## config.mk

```make
export PLATFORM = sky130hd
export DESIGN_NAME = mem_responder
export DESIGN_NICKNAME = d
export VERILOG_FILES = /design/src/rtl/mem_responder.sv
export SDC_FILE = /design/constraint.sdc
export NUM_CORES = 1
export LEC_CHECK = 0
export ABC_AREA = 1
export BUFFER_PORTS_ARGS = -buffer_cell sky130_fd_sc_hd__buf_2
export CAP_MARGIN = 0
export CORE_MARGIN = 1
export CORE_UTILIZATION = 47
export CTS_BUF_LIST = sky130_fd_sc_hd__clkbuf_16
export DETAILED_ROUTE_END_ITERATION = 7
export PLACE_DENSITY = 0.78
export SYNTH_ARGS = -nofsm -noshare
export SYNTH_HDL_FRONTEND = slang
export SYNTH_SLANG_ARGS = --single-unit
```

## constraint.sdc

```tcl
create_clock -name clk -period 1.85 [get_ports clk]
set_clock_uncertainty 0.05 [all_clocks]
set_input_delay 0.0925 -clock clk [delete_from_list [all_inputs] [get_ports clk]]
set_output_delay 0.0925 -clock clk [all_outputs]
set_load 0.05 [all_outputs]
```

## src/rtl/mem_responder.sv

```systemverilog
// Memory-side responder: accepts one fetch/load/store request at a time and
// services it from a 1-cycle-latency synchronous BRAM or the memory-mapped IO word.
module mem_responder #(
  parameter int                ADDR_W  = 16,
  parameter int                DEPTH   = 1024,
  parameter logic [ADDR_W-1:0] IO_ADDR = 16'hFFFF
) (
  input  logic              clk,
  input  logic              reset,
  input  logic              req_valid,
  output logic              req_ready,
  input  logic              req_we,
  input  logic [ADDR_W-1:0] req_addr,
  input  logic [15:0]       req_wdata,
  output logic              resp_valid,
  input  logic              resp_ready,
  output logic [15:0]       resp_rdata,
  output logic              resp_err,
  output logic              mem_en,
  output logic              mem_we,
  output logic [ADDR_W-1:0] mem_addr,
  output logic [15:0]       mem_din,
  input  logic [15:0]       mem_dout,
  input  logic [15:0]       io_in,
  output logic [15:0]       io_out
);

  typedef enum logic [1:0] {IDLE, ISSUE, CAPT, RESP} state_t;

  localparam logic [ADDR_W:0] DEPTH_EXT = (ADDR_W + 1)'(DEPTH);

  state_t            state, state_next;
  logic              lat_we;
  logic [ADDR_W-1:0] lat_addr;
  logic [15:0]       lat_wdata;
  logic              hit_io, hit_ram;

  // IO decode wins over RAM decode so the IO word stays reachable even inside the RAM range
  assign hit_io  = (lat_addr == IO_ADDR);
  assign hit_ram = !hit_io && ({1'b0, lat_addr} < DEPTH_EXT);

  assign mem_addr   = lat_addr;
  assign mem_din    = lat_wdata;
  assign resp_valid = (state == RESP);

  always_comb begin
    state_next = state;
    req_ready  = 1'b0;
    mem_en     = 1'b0;
    mem_we     = 1'b0;
    case (state)
      IDLE: begin
        req_ready = 1'b1;
        if (req_valid) state_next = ISSUE;
      end
      ISSUE: begin
        if (hit_ram) begin
          mem_en = 1'b1;
          mem_we = lat_we;
        end
        state_next = (hit_ram && !lat_we) ? CAPT : RESP;
      end
      CAPT: state_next = RESP;
      RESP: if (resp_ready) state_next = IDLE;
      default: state_next = IDLE;
    endcase
    // Reset abandons the transaction immediately, including a write about to be issued
    if (reset) begin
      req_ready = 1'b0;
      mem_en    = 1'b0;
      mem_we    = 1'b0;
    end
  end

  always_ff @(posedge clk) begin
    if (reset) begin
      state      <= IDLE;
      lat_we     <= 1'b0;
      lat_addr   <= '0;
      lat_wdata  <= '0;
      resp_rdata <= '0;
      resp_err   <= 1'b0;
      io_out     <= '0;
    end else begin
      state <= state_next;
      case (state)
        IDLE: begin
          // Clearing the response fields here leaves rdata=0 for writes and errors
          if (req_valid) begin
            lat_we     <= req_we;
            lat_addr   <= req_addr;
            lat_wdata  <= req_wdata;
            resp_rdata <= '0;
            resp_err   <= 1'b0;
          end
        end
        ISSUE: begin
          if (hit_io) begin
            if (lat_we) io_out <= lat_wdata;
            else        resp_rdata <= io_in;
          end else if (!hit_ram) begin
            resp_err <= 1'b1;
          end
        end
        CAPT: resp_rdata <= mem_dout;
        default: ;
      endcase
    end
  end

endmodule

```

; Word level (Yosys, flattened, before mapping)
; Cells that the tools add are included.
[totals]
wordCells = 50
out_inout_bits = 69
reg_bits = 68
latchBits = 0
romBits = 0
ram_bits = 0
n_memories = 0
[classes]
shift = 0
magnitude_cmp = 1
n_eq_ne = 10
add_sub_neg = 0
div = 0
bitwise_logic = 0
n_reduce_logical = 12
mux = 20
n_mul = 0
[ops]
columns = op, count
row1 = two-way mux 16 bit, 3
row2 = case mux 16 bit (3 select lines), 1
row3 = "== test 16 bit, second input constant", 1
row4 = "< comparator 16 x 11 -> 1 bit, second input constant", 1
row5 = two-way mux 1 bit, 12
row6 = "!= test 2 bit, second input constant", 5
row7 = case mux 2 bit (4 select lines), 1
row8 = AND reduction 4 bit, 2
row9 = "== test 2 bit, second input constant", 2
row10 = two-way mux 2 bit, 2
row11 = AND reduction 2 bit, 2
row12 = AND reduction 3 bit, 1
row13 = nonzero test 3 bit, 1
row14 = "== test 2 x 1 -> 1 bit, second input constant", 1
row15 = logical AND 1 bit, 2
row16 = zero test 1 bit, 2
row17 = zero test 2 bit, 1
row18 = "!= test 2 x 1 -> 1 bit, second input constant", 1
row19 = case mux 1 bit (2 select lines), 1
row20 = nonzero test 2 bit, 1

; Depth between registers and ports, before layout
[depth]
word_depth = 6
mapped_depth = 9
ltp_nobuf = 8

; Least setup slack after synthesis
; OpenSTA, ideal clock, no wires.
[synth_timing]
path_kind = flip-flop to output port
start = reg state[1]
end = out mem_we
path_slack_ns = -0.814
path_stages_with_launch = 7
n_path_buf = 1
t_arrival_ns = 2.521
path_cell_list = dfxtp_1 > inv_1 > ha_1 > buf_2 > inv_1 > nor3_1 > and2_1
[synth_between]
elab_chain_cells = 3
[synth_rtl]
columns = element, line_no
row1 = from (decl), 32  ; state_t state, state_next;
row2 = from (signal assigned), 85  ; state <= state_next;
row3 = == test 2 x 1 -> 1 bit, 51  ; case (state)
row4 = two-way mux 1 bit, 51
row5 = two-way mux 1 bit, 68  ; if (reset) begin
row6 = to (decl), 20  ; output logic mem_we,
; Every way passes these cells.

; Worst setup path in the final report
; Same ends and word-level chain as after synthesis.

==> impl_metrics.ini <==
[timing]
tightestPinTransition_ns = 0.555
fmax_mhz = 566
tns_ns = 0
rsz0062_at_grt = false
drv_slew = 0
fin_crit_sh = 0.955
hold_violations = 0
finalSetupViolCount = 0
max_slew_margin = 0.630
fin_hold_ws_ns = 0.0102
min_period_ns = 1.77

[worst_setup_path]
rr_endpoint = resp_rdata[14]$_SDFFE_PP0P_
worstSetupPathType = register to output port
critPathLaunchType = register
slowest_stage = dfxtp_2
crit_end = mem_we
crit_buf_inv = 4
r2r_setup_slack_ns = 0.25
cp-end-kind = output port
slowest_delay_ns = 0.34
crit_chain = inv_2 -> ha_4 -> buf_4 -> inv_1 -> nor3_4 -> and2_4 -> buf_8
crit_fanout = 4
crit_family = buffers and inverters
cp.depth = 7
worst_ep_required_time_ns = 1.71
r2r_start = state[0]$_SDFFE_PP0P_
crit_start = state[1]$_SDFFE_PP0P_
arrival_ns = 1.62
rr_worst_depth = 7

[layout]
drive_gt1_frac = 0.303
final_cell_mix = 136 x buf_2, 73 x nor2_1, 68 x nand2_1
fin_nets = 643
diodes = 0
syn_to_final_growth_pct = 42.2
mostFrequentLayoutCell = buf_2
fill_cells = 543
final_cells = 649
final_util = 0.712

[clock_tree]
post_cts_buffers = 0
clock_latency_ns = 0.33
clock_path_buffers = 2
cts_tree = done
htreeDepth = 3
numCtsBuffers = 9
path_clk_slew_ns = 0.05
cts_sinks = 68
root_buffer = clkbuf_16

[synth]
yosys.area.top_type = dfxtp_1
ys_seq_area_frac = 0.446
yosys-mux-area-fraction = 0
yosys_register_bits = 68
syn_inst = 419
synthAdderAreaFrac = 0.0205
syn_area_um2 = 3050
synth-xor-area-share = 0
syn-mean-instance-area_um2 = 7.28
synth_top_family_by_area = simple AND/OR/NAND/NOR gates
syn_nets = 493
synth_top_area_share = 0.446
ys_top_cells_by_area = dfxtp_1 45%, nor2_1 9.1%, a21oi_1 8.4%
synth_compound_area_frac = 0.196
yosysUniqueCellTypes = 21
synthSimpleGateAreaFrac = 0.248
ys_warn_count = 0

[placed_design]
dpl.cell_count = 611
numPortBuffers = 137
hpwl_um = 5510
routabilityCongestion = 0.784

[power]
total_power_mw = 7.30
leakage_nw = 2.12
vdd_ir_drop_max_uv = 1350
powerDensity_nw_per_um2 = 1680

[global_routing]
grt_usage = 0.248
grt_max_degree = 51
grt_pass1_vias = 2864
grt_pass1_wl_um = 12800
overflow = 0
antenna_found_initial = 0

[drt]
avgViaCountPerCell = 5.03
vias = 3265
routed_wl_um = 8290
drt.antenna.violating_nets = 0
wire_per_inst_um = 12.8
drc = 0
drtIter0Drc = 185
dr.pass1.iters = 4

[die]
dieWidth_um = 82.6
core_area_um2 = 6100
design.die.area_um2 = 6820
std_cell_rows = 28
die_h_um = 82.6
start_util = 0.501
ios = 138

[hold_path]
hold_class = primary input to register

[run]
max_cap_viol_count = 0

[run_status]
status = finished, final reports clean
-- tightest hold or removal path, stage by stage --
cell and delay, ns:
buf_2 0.08, o21ai_0 0.07, a21oi_1 0.11
-- worst min-delay path by stage --
| stage | start | endpoint | slack, ns | cells past startpoint |
|---|---|---|---|---|
| 2_1_floorplan | reset | state[0]$_SDFFE_PP0P_ | 0.11 | 1 |
| 3_3_place_gp | req_addr[6] | mem_addr[6]$_SDFFE_PP0P_ | 0.29 | 3 |
| 3_5_place_dp | req_addr[15] | mem_addr[15]$_SDFFE_PP0P_ | 0.30 | 3 |
| 4_1_cts | req_wdata[13] | mem_din[13]$_SDFFE_PP0P_ | 0.001 | 3 |
| 5_1_grt | req_wdata[5] | mem_din[5]$_SDFFE_PP0P_ | 0.02 | 3 |
| 6_report | req_wdata[13] | mem_din[13]$_SDFFE_PP0P_ | 0.01 | 3 |
-- logic make-up after synthesis --
group                      count (synthesis)
AOI/OAI and AO/OA                        105
and+or+nand+nor                          183
buffers and inverters                     58
adders and majority gates                  5
DFF                                       68
-- report_power, final --
part / leakage, nW / switching, mW / internal [mW]
clock network: 0.145 / 0.614 / 1.04
registers: 0.559 / 0.233 / 1.84
logic: 1.41 / 2.51 / 1.06
-- final cells by class --
| cell class | instances | area (µm²) | area share |
|---|---|---|---|
| Timing Repair Buffer | 169 | 1040 | 0.240 |
| Multi-Input combinational cell | 293 | 1440 | 0.333 |
| Sequential cell | 68 | 1360 | 0.314 |
| Clock inverter | 7 | 67.6 | 0.0156 |
| Tap cell | 75 | 93.8 | 0.0216 |
| Clock buffer | 9 | 225 | 0.0519 |
| Inverter | 28 | 105 | 0.0242 |
-- Yosys cell counts, drive strengths merged --
cell type,number
a21oi,51
a22o,16
and2,1
buf,16
clkbuf,14
clkinv,1
dfxtp,68
ha,5
inv,27
nand2,69
nand3,34
nor2,78
nor3,1
o21ai,38
-- registers in the layout, indices dropped and copies added, names as in the netlist --
register,cells
io_out,16
lat_we,1
mem_addr,16
mem_din,16
resp_err,1
resp_rdata,16
state,2
-- per-layer routing --
layer | GRT usage | vias to the layer above | routed length [µm]
met4 | 0.0966 | 0 | 153
li1 | - | 1671 | -
met1 | 0.273 | 1478 | 3380
met5 | 0 | - | 0
met2 | 0.446 | 101 | 4330
met3 | 0.0714 | 15 | 424
-- what timing repair did --
action	4_1_cts	5_1_grt
cloned	0	0
pin swaps	0	2
hold endpoints to repair	21	1
endpoints found under the setup margin	1	2
hold buffers	21	1
gates resized for setup	3	5
-- per-stage QoR --
step,worst slack [ns],instance area [µm²]
6_report,0.0836,4340
5_1_grt,0.0114,4340
3_3_place_gp,0.311,3800
2_1_floorplan,0.0360,3070
3_5_place_dp,0.263,3800
4_1_cts,0.00628,4310
(Power assumes the default switching activity.)
